$ cat config.mk
export PLATFORM = sky130hd
export DESIGN_NAME = inst_fetch_stage
export DESIGN_NICKNAME = d
export VERILOG_FILES = /design/src/rtl/inst_fetch_stage.sv
export SDC_FILE = /design/constraint.sdc
export NUM_CORES = 1
export LEC_CHECK = 0
export CAP_MARGIN = 40
export CELL_PAD_IN_SITES_DETAIL_PLACEMENT = 1
export CELL_PAD_IN_SITES_GLOBAL_PLACEMENT = 2
export CORE_MARGIN = 3
export CORE_UTILIZATION = 23
export CTS_CLUSTER_DIAMETER = 40
export DETAILED_ROUTE_END_ITERATION = 10
export PLACE_DENSITY_LB_ADDON = 0.1
export SLEW_MARGIN = 40
export SYNTH_ARGS = -nofsm -noshare
export SYNTH_HDL_FRONTEND = slang
export SYNTH_SLANG_ARGS = --single-unit
$ cat constraint.sdc
create_clock -name clk -period 1.7 [get_ports clk]
set_input_delay 0.17 -clock clk [delete_from_list [all_inputs] [get_ports clk]]
set_output_delay 0.17 -clock clk [all_outputs]
set_load 0.03 [all_outputs]
$ cat src/rtl/inst_fetch_stage.sv
// Instruction fetch stage: single-outstanding imem requests, registered word toward decode.
// Optional FETCH_MISALIGN_CHECK_EN: misaligned redirect raises fetch_fault and parks in FAULT.
module inst_fetch_stage #(
    parameter int unsigned      XLEN     = 32,
    parameter logic [XLEN-1:0]  RESET_PC = '0
) (
    input  logic            clk,
    input  logic            rst_n,
    output logic            imem_req_valid,
    input  logic            imem_req_ready,
    output logic [XLEN-1:0] imem_req_addr,
    input  logic            imem_rsp_valid,
    input  logic [XLEN-1:0] imem_rsp_data,
    output logic            if_valid,
    input  logic            if_ready,
    output logic [XLEN-1:0] if_instr,
    output logic [XLEN-1:0] if_pc,
    input  logic            redirect_valid,
    input  logic [XLEN-1:0] redirect_pc,
    output logic            fetch_fault
);

    localparam logic [XLEN-1:0] NOP = XLEN'(32'h0000_0013);

    typedef enum logic [2:0] {
        S_REQ,
        S_WAIT,
        S_HOLD,
        S_DRAIN
`ifdef FETCH_MISALIGN_CHECK_EN
        , S_FAULT
`endif
    } state_t;

    state_t          state;
    logic [XLEN-1:0] fetch_pc;
    logic [XLEN-1:0] req_pc;
    logic            req_valid;
    logic [XLEN-1:0] redirect_target;

    assign redirect_target = redirect_pc & ~XLEN'(3);
    assign imem_req_valid  = req_valid;
    assign imem_req_addr   = fetch_pc;

`ifdef FETCH_MISALIGN_CHECK_EN
    logic fault;
    logic misaligned;
    assign misaligned  = |redirect_pc[1:0];
    assign fetch_fault = fault;
`else
    assign fetch_fault = 1'b0;
`endif

    always_ff @(posedge clk) begin
        if (!rst_n) begin
            state     <= S_REQ;
            fetch_pc  <= RESET_PC;
            req_pc    <= RESET_PC;
            if_pc     <= RESET_PC;
            if_instr  <= NOP;
            req_valid <= 1'b0;
            if_valid  <= 1'b0;
`ifdef FETCH_MISALIGN_CHECK_EN
            fault     <= 1'b0;
`endif
        end
`ifdef FETCH_MISALIGN_CHECK_EN
        else if (state == S_FAULT) begin
            req_valid <= 1'b0;
            if_valid  <= 1'b0;
        end
        else if (redirect_valid && misaligned) begin
            state     <= S_FAULT;
            fault     <= 1'b1;
            req_valid <= 1'b0;
            if_valid  <= 1'b0;
        end
`endif
        else if (redirect_valid) begin
            fetch_pc <= redirect_target;
            if_valid <= 1'b0;
            // An accepted-but-unanswered request must have its response swallowed in DRAIN.
            if ((state == S_REQ && req_valid && imem_req_ready) ||
                ((state == S_WAIT || state == S_DRAIN) && !imem_rsp_valid)) begin
                state     <= S_DRAIN;
                req_valid <= 1'b0;
            end else begin
                state     <= S_REQ;
                req_valid <= 1'b1;
            end
        end
        else begin
            case (state)
                S_REQ: begin
                    if (!req_valid) begin
                        req_valid <= 1'b1;
                    end else if (imem_req_ready) begin
                        req_pc    <= fetch_pc;
                        fetch_pc  <= fetch_pc + XLEN'(4);
                        req_valid <= 1'b0;
                        state     <= S_WAIT;
                    end
                end
                S_WAIT: begin
                    if (imem_rsp_valid) begin
                        if_instr <= imem_rsp_data;
                        if_pc    <= req_pc;
                        if_valid <= 1'b1;
                        state    <= S_HOLD;
                    end
                end
                S_HOLD: begin
                    if (if_ready) begin
                        if_valid  <= 1'b0;
                        req_valid <= 1'b1;
                        state     <= S_REQ;
                    end
                end
                S_DRAIN: begin
                    if (imem_rsp_valid) begin
                        req_valid <= 1'b1;
                        state     <= S_REQ;
                    end
                end
                default: begin
                end
            endcase
        end
    end

endmodule

Word-level counts from Yosys, hierarchy flattened
Cells that the tools add are included.
- logic and storage cells: 63
- register bits: 133
- add/sub/neg operators: 1
- muxes and demuxes: 21
- reduce and logical (&&, ||, !) cells: 21
- bitwise gates (word level): 2
- equal/unequal tests: 10
- operators by type and width (cell ; count):
    32-bit 2-to-1 mux ; 4
    32-bit by 3-bit adder with 32-bit output, second input constant ; 1
    3-bit 2-to-1 mux ; 6
    3-bit != test, second input constant ; 5
    3-bit AND reduction ; 5
    3-bit one-hot mux with 4 select lines ; 1
    2-bit nonzero test ; 4
    1-bit 2-to-1 mux ; 7
    3-bit by 2-bit equality test with 1-bit output, second input constant ; 2
    6-bit AND reduction ; 1
    5-bit nonzero test ; 1
    2-bit != test, second input constant ; 2
    4-bit AND reduction ; 1
    4-bit nonzero test ; 1
    3-bit by 1-bit equality test with 1-bit output, second input constant ; 1
    1-bit logical AND ; 3
    3-bit logical NOT ; 1
    1-bit one-hot mux with 3 select lines ; 1
    1-bit logical OR ; 2
    2-bit 2-to-1 mux ; 1
    1-bit NOT ; 2
    1-bit one-hot mux with 2 select lines ; 1
    2-bit OR reduction ; 1
    1-bit logical NOT ; 1

Depth between registers and ports, before layout
- depth in word-level cells: 6
- mapped depth: 7
- mapped depth without buffers: 5

Worst setup path after synthesis
Ideal clock, no wire load.
- path type: register -> register
- start: register fetch_pc[16] (netlist: imem_req_addr[16])
- end: register fetch_pc[24] (netlist: imem_req_addr[24])
- arrival time: 1.900 ns
- setup time: 0.122 ns
- clock period less this slack: 2.022 ns
- path buffers: 0
- setup slack: -0.322 ns
- stages on the path, launching flop included: 5
- cell sequence: dfxtp_1 -> nand3_1 -> or4_1 -> o31a_1 -> o311a_1
- longest elaborated chain between the ends: 5
- RTL lines (element ; RTL line ; text):
    start, declared ; 36 ; logic [XLEN-1:0] fetch_pc;
    start signal, assigned ; 80 ; fetch_pc <= redirect_target;
    start signal, assigned ; 99 ; fetch_pc <= fetch_pc + XLEN'(4);
    32-bit by 3-bit adder with 32-bit output ; 99 ;
    32-bit 2-to-1 mux ; 97 ; end else if (imem_req_ready) begin
    32-bit 2-to-1 mux ; 95 ; if (!req_valid) begin
    32-bit 2-to-1 mux ; 93 ; case (state)
    32-bit 2-to-1 mux ; 79 ; else if (redirect_valid) begin
No other way between the ends. The select of a mux whose other input is x is not followed.
A chain may end at the register's enable or synchronous reset.

Worst setup path in the final report
- start: register fetch_pc[5] (netlist: imem_req_addr[5])
- end: register fetch_pc[29] (netlist: imem_req_addr[29])
Same word-level chain as after synthesis.

==> impl_results.md <==
- Status: finished with violations
- Failing checks: setup timing
- Pre-antenna DRT Iters: 6
- Core box area: between 20000 and 25000 µm²
- Area grow syn2layout: 74.8%
- Post-Syn Area: 5370 µm²
- Crit start category: register
- Clk root buf: clkbuf_16
- Layout cells sized above 1: between 20% and 30%
- DRT Wirelength: about 24000 µm
- Hold-fix buffers at CTS: 0
- Max-Cap Viols: 0
- CTS tree: yes
- CTS Buf Count: 17
- Pwr dens: between 800 and 900 nW/µm²
- Die boundary height: roughly 160 µm
- CP peak stage delay: 0.47 ns
- Number of H-tree levels: 4
- DR iter-0 viols: 259
- Synth warn: 0
- Final Slew Violations: 0
- GRT overflow: 0
- Final setup viols: 26
- Final WS setup: -0.124 ns
- Post-synth top area share: 47.0%
- Vias in the first global route: 6211
- # diodes: 0
- Post-Syn Area per Cell: between 7 and 8 µm²
- Worst-path fanout max: 4
- RSZ-0062 raised after global routing: true
- Final std cells w/o fill: between 1000 and 1500
- PortBufs: 161
- Layout Skew: 0.0115 ns
- Die ar.: 25200 µm²
- P_leak: ~3.5 nW
- Top cells by area, synth: dfxtp_1 47%, nand2_1 15%, a21oi_1 9.6%
- DR WL/cell: 18.5 µm
- Synthesized instance count: 695
- Sequential element share of the synthesized area: between 40% and 50%
- Number of remaining DRC errors: 0
- Initial antenna violation count: 0
- Clock power frac: 44.7%
- NetSw: around 2.3 mW
- Synth Flop Type: dfxtp_1
- Global Route Usage Sum: 17.4%
- Most instantiated cells after synthesis: 218 x nand2_1, 126 x dfxtp_1, 103 x a21oi_1
- Hold_ws: about 0.29 ns
- Hpwl dp: 16100 µm
- Vias per cell: 4.73
- Clock buffer depth: 2
- Max VDD drop: 609 µV
- Fin crit period: 1.82 ns
- Cell Chain, Critical Path: nand4_1 > buf_6 > or4_4 > o311a_1 > a221o_1
- Crit share post-route: 107%
- Nets: 1037
- First-pass GRT wire length: roughly 35000 µm
- Largest net degree at the start of global routing: 63
- WP data required: 2.01 ns
- CP Class: reg2reg
- Final hold vios: 0
- Achievable Freq: 548 MHz
- Worst-Skew Late Latency: between 0.4 and 0.5 ns
- Cell with the most instances after synthesis: nand2_1
- Sink Count: 126
- Initial core utilization: 23.6%
- Clock-pin slew on the worst setup and hold paths: around 0.07 ns
- Leading area contributor after synthesis: dfxtp_1
- Post-synth EDFFs: 0
- Worst path slowest cell: or4_4
- Rows: 55
- Placed cell count: 1226
- Seq cells post-synth: roughly 130
- Sequential Power Share: 38.8%
- Crit. End Element: register
- Async S/R FF share, synth: 0%
- Comb pwr share: about 17%
- Cell Int Power: 5.69 mW
- Worst hold-check path type: in2reg
- I/O Pins: 169
- Post-route ant nets: 0
- Die Wd: 159 µm
- Arr. time, crit path: 2.13 ns
- RD Place Congestion: approximately 0.83
- Routed via count: 6107
- Synth cell types: 59
- Sw Share: ~29%
-- path summary, 6_finish.rpt --
check	start	to	slack (ns)	cells past startpoint
max	imem_req_addr[5]	imem_req_addr[29]	-0.12	5
min	imem_rsp_data[18]	if_instr[18]	0.29	3
max reg2reg	imem_req_addr[5]	imem_req_addr[29]	-0.12	5
min reg2reg	req_pc[12]	if_pc[12]	0.45	2
-- power by group through the flow --
| stage | clock (mW) | sequential (mW) | combinational, mW |
|---|---|---|---|
| 6_report | 3.58 | 3.11 | 1.32 |
| 5_1_grt | 3.84 | 3.13 | 1.42 |
| 2_1_floorplan | 0 | 3.34 | 0.352 |
| 3_3_place_gp | 0 | 3.17 | 1.17 |
| 3_5_place_dp | 0 | 3.17 | 1.19 |
| 4_1_cts | 3.68 | 3.11 | 1.20 |
-- metrics by stage --
stage	setup slack (ns)	setup TNS, ns	utilization, %	power, mW	area (µm²)
floorplan	-0.0162	-0.0498	-	3.69	5530
finish	-0.124	-1.25	41.2	8.02	9390
global route	-0.196	-4.44	41.2	8.38	9390
global placement	-0.331	-25.72	35.9	4.34	8190
CTS	-0.141	-0.269	39.0	7.99	8890
detailed placement	-0.366	-26.63	35.9	4.36	8190
-- metal layers --
metal / vias up / GRT usage, % / share of wire (%)
met5: - / 0 / 0
met4: 0 / 5.29 / 1.2
met3: 28 / 3.91 / 4.0
met2: 138 / 27.8 / 47
met1: 2980 / 23.4 / 48
li1: 2961 / - / -
-- worst max-delay path: cells and delay by family, from the launching register on --
kind / cells / cell delay [ns]
AO/OA/AOI/OAI: 2 / 0.56
buffers and inverters: 1 / 0.18
flip-flops: 1 / 0.34
AND/OR/NAND/NOR: 2 / 0.63
-- cell usage in the layout (no fill, tap or decap), drive strengths merged, types with 3 or more instances in the layout --
cell,synthesis,final
nand3,23,23
nand2b,6,6
nand2,218,218
clkdlybuf4s50,0,131
nor3,8,8
clkinv,1,3
clkbuf,44,24
a22oi,4,4
and3,4,4
dlygate4sd2,0,30
clkinvlp,0,3
o311a,3,3
conb,1,5
o311ai,4,4
and4,4,4
buf,9,135
o22ai,3,3
o211ai,5,5
xor2,6,6
a31oi,6,6
or3,10,10
nor2,12,12
inv,5,13
a211oi,4,4
xnor2,4,4
nor4,8,8
o21ai,21,21
a21oi,103,103
or4,10,10
nand4,9,9
dfxtp,126,126
-- registers in the layout, summed over array words and instances, names as in the netlist --
| register | count |
|---|---|
| state | 2 |
| if_instr | 32 |
| imem_req_valid | 1 |
| if_valid | 1 |
| if_pc | 30 |
| req_pc | 30 |
| imem_req_addr | 30 |
-- layout make-up --
| type | count | area [µm²] |
|---|---|---|
| Clock buffer | 19 | 464 |
| Clock inverter | 13 | 115 |
| Fill cell | 2663 | 13400 |
| Inverter | 6 | 23.8 |
| Multi-Input combinational cell | 514 | 2870 |
| Sequential cell | 126 | 2630 |
| Tap cell | 313 | 392 |
| Timing Repair Buffer | 301 | 2890 |
-- repair_timing --
| item | in CTS | in global routing |
|---|---|---|
| endpoints found under the setup margin | 48 | 85 |
| setup buffers | 6 | 17 |
| gates resized for setup | 55 | 53 |
| cloned | 1 | 11 |
| pin swaps | 15 | 20 |
-- kinds of logic (layout without fill, tap and decap cells) --
logic type               count (synthesis)  count (layout)  share of synthesized area [%]
AND/OR/NAND/NOR                        328             328                           28.2
AO/OA/AOI/OAI                          169             169                           18.2
flip-flops                             126             126                           47.0
buffers and inverters                   59             339                           4.52
XOR/XNOR                                10              10                           1.63
adder cells (fa/ha/maj)                  1               1                          0.233
other                                    1               5                         0.0698
multiplexers                             1               1                          0.186
Power figures use the tool's default switching activity.
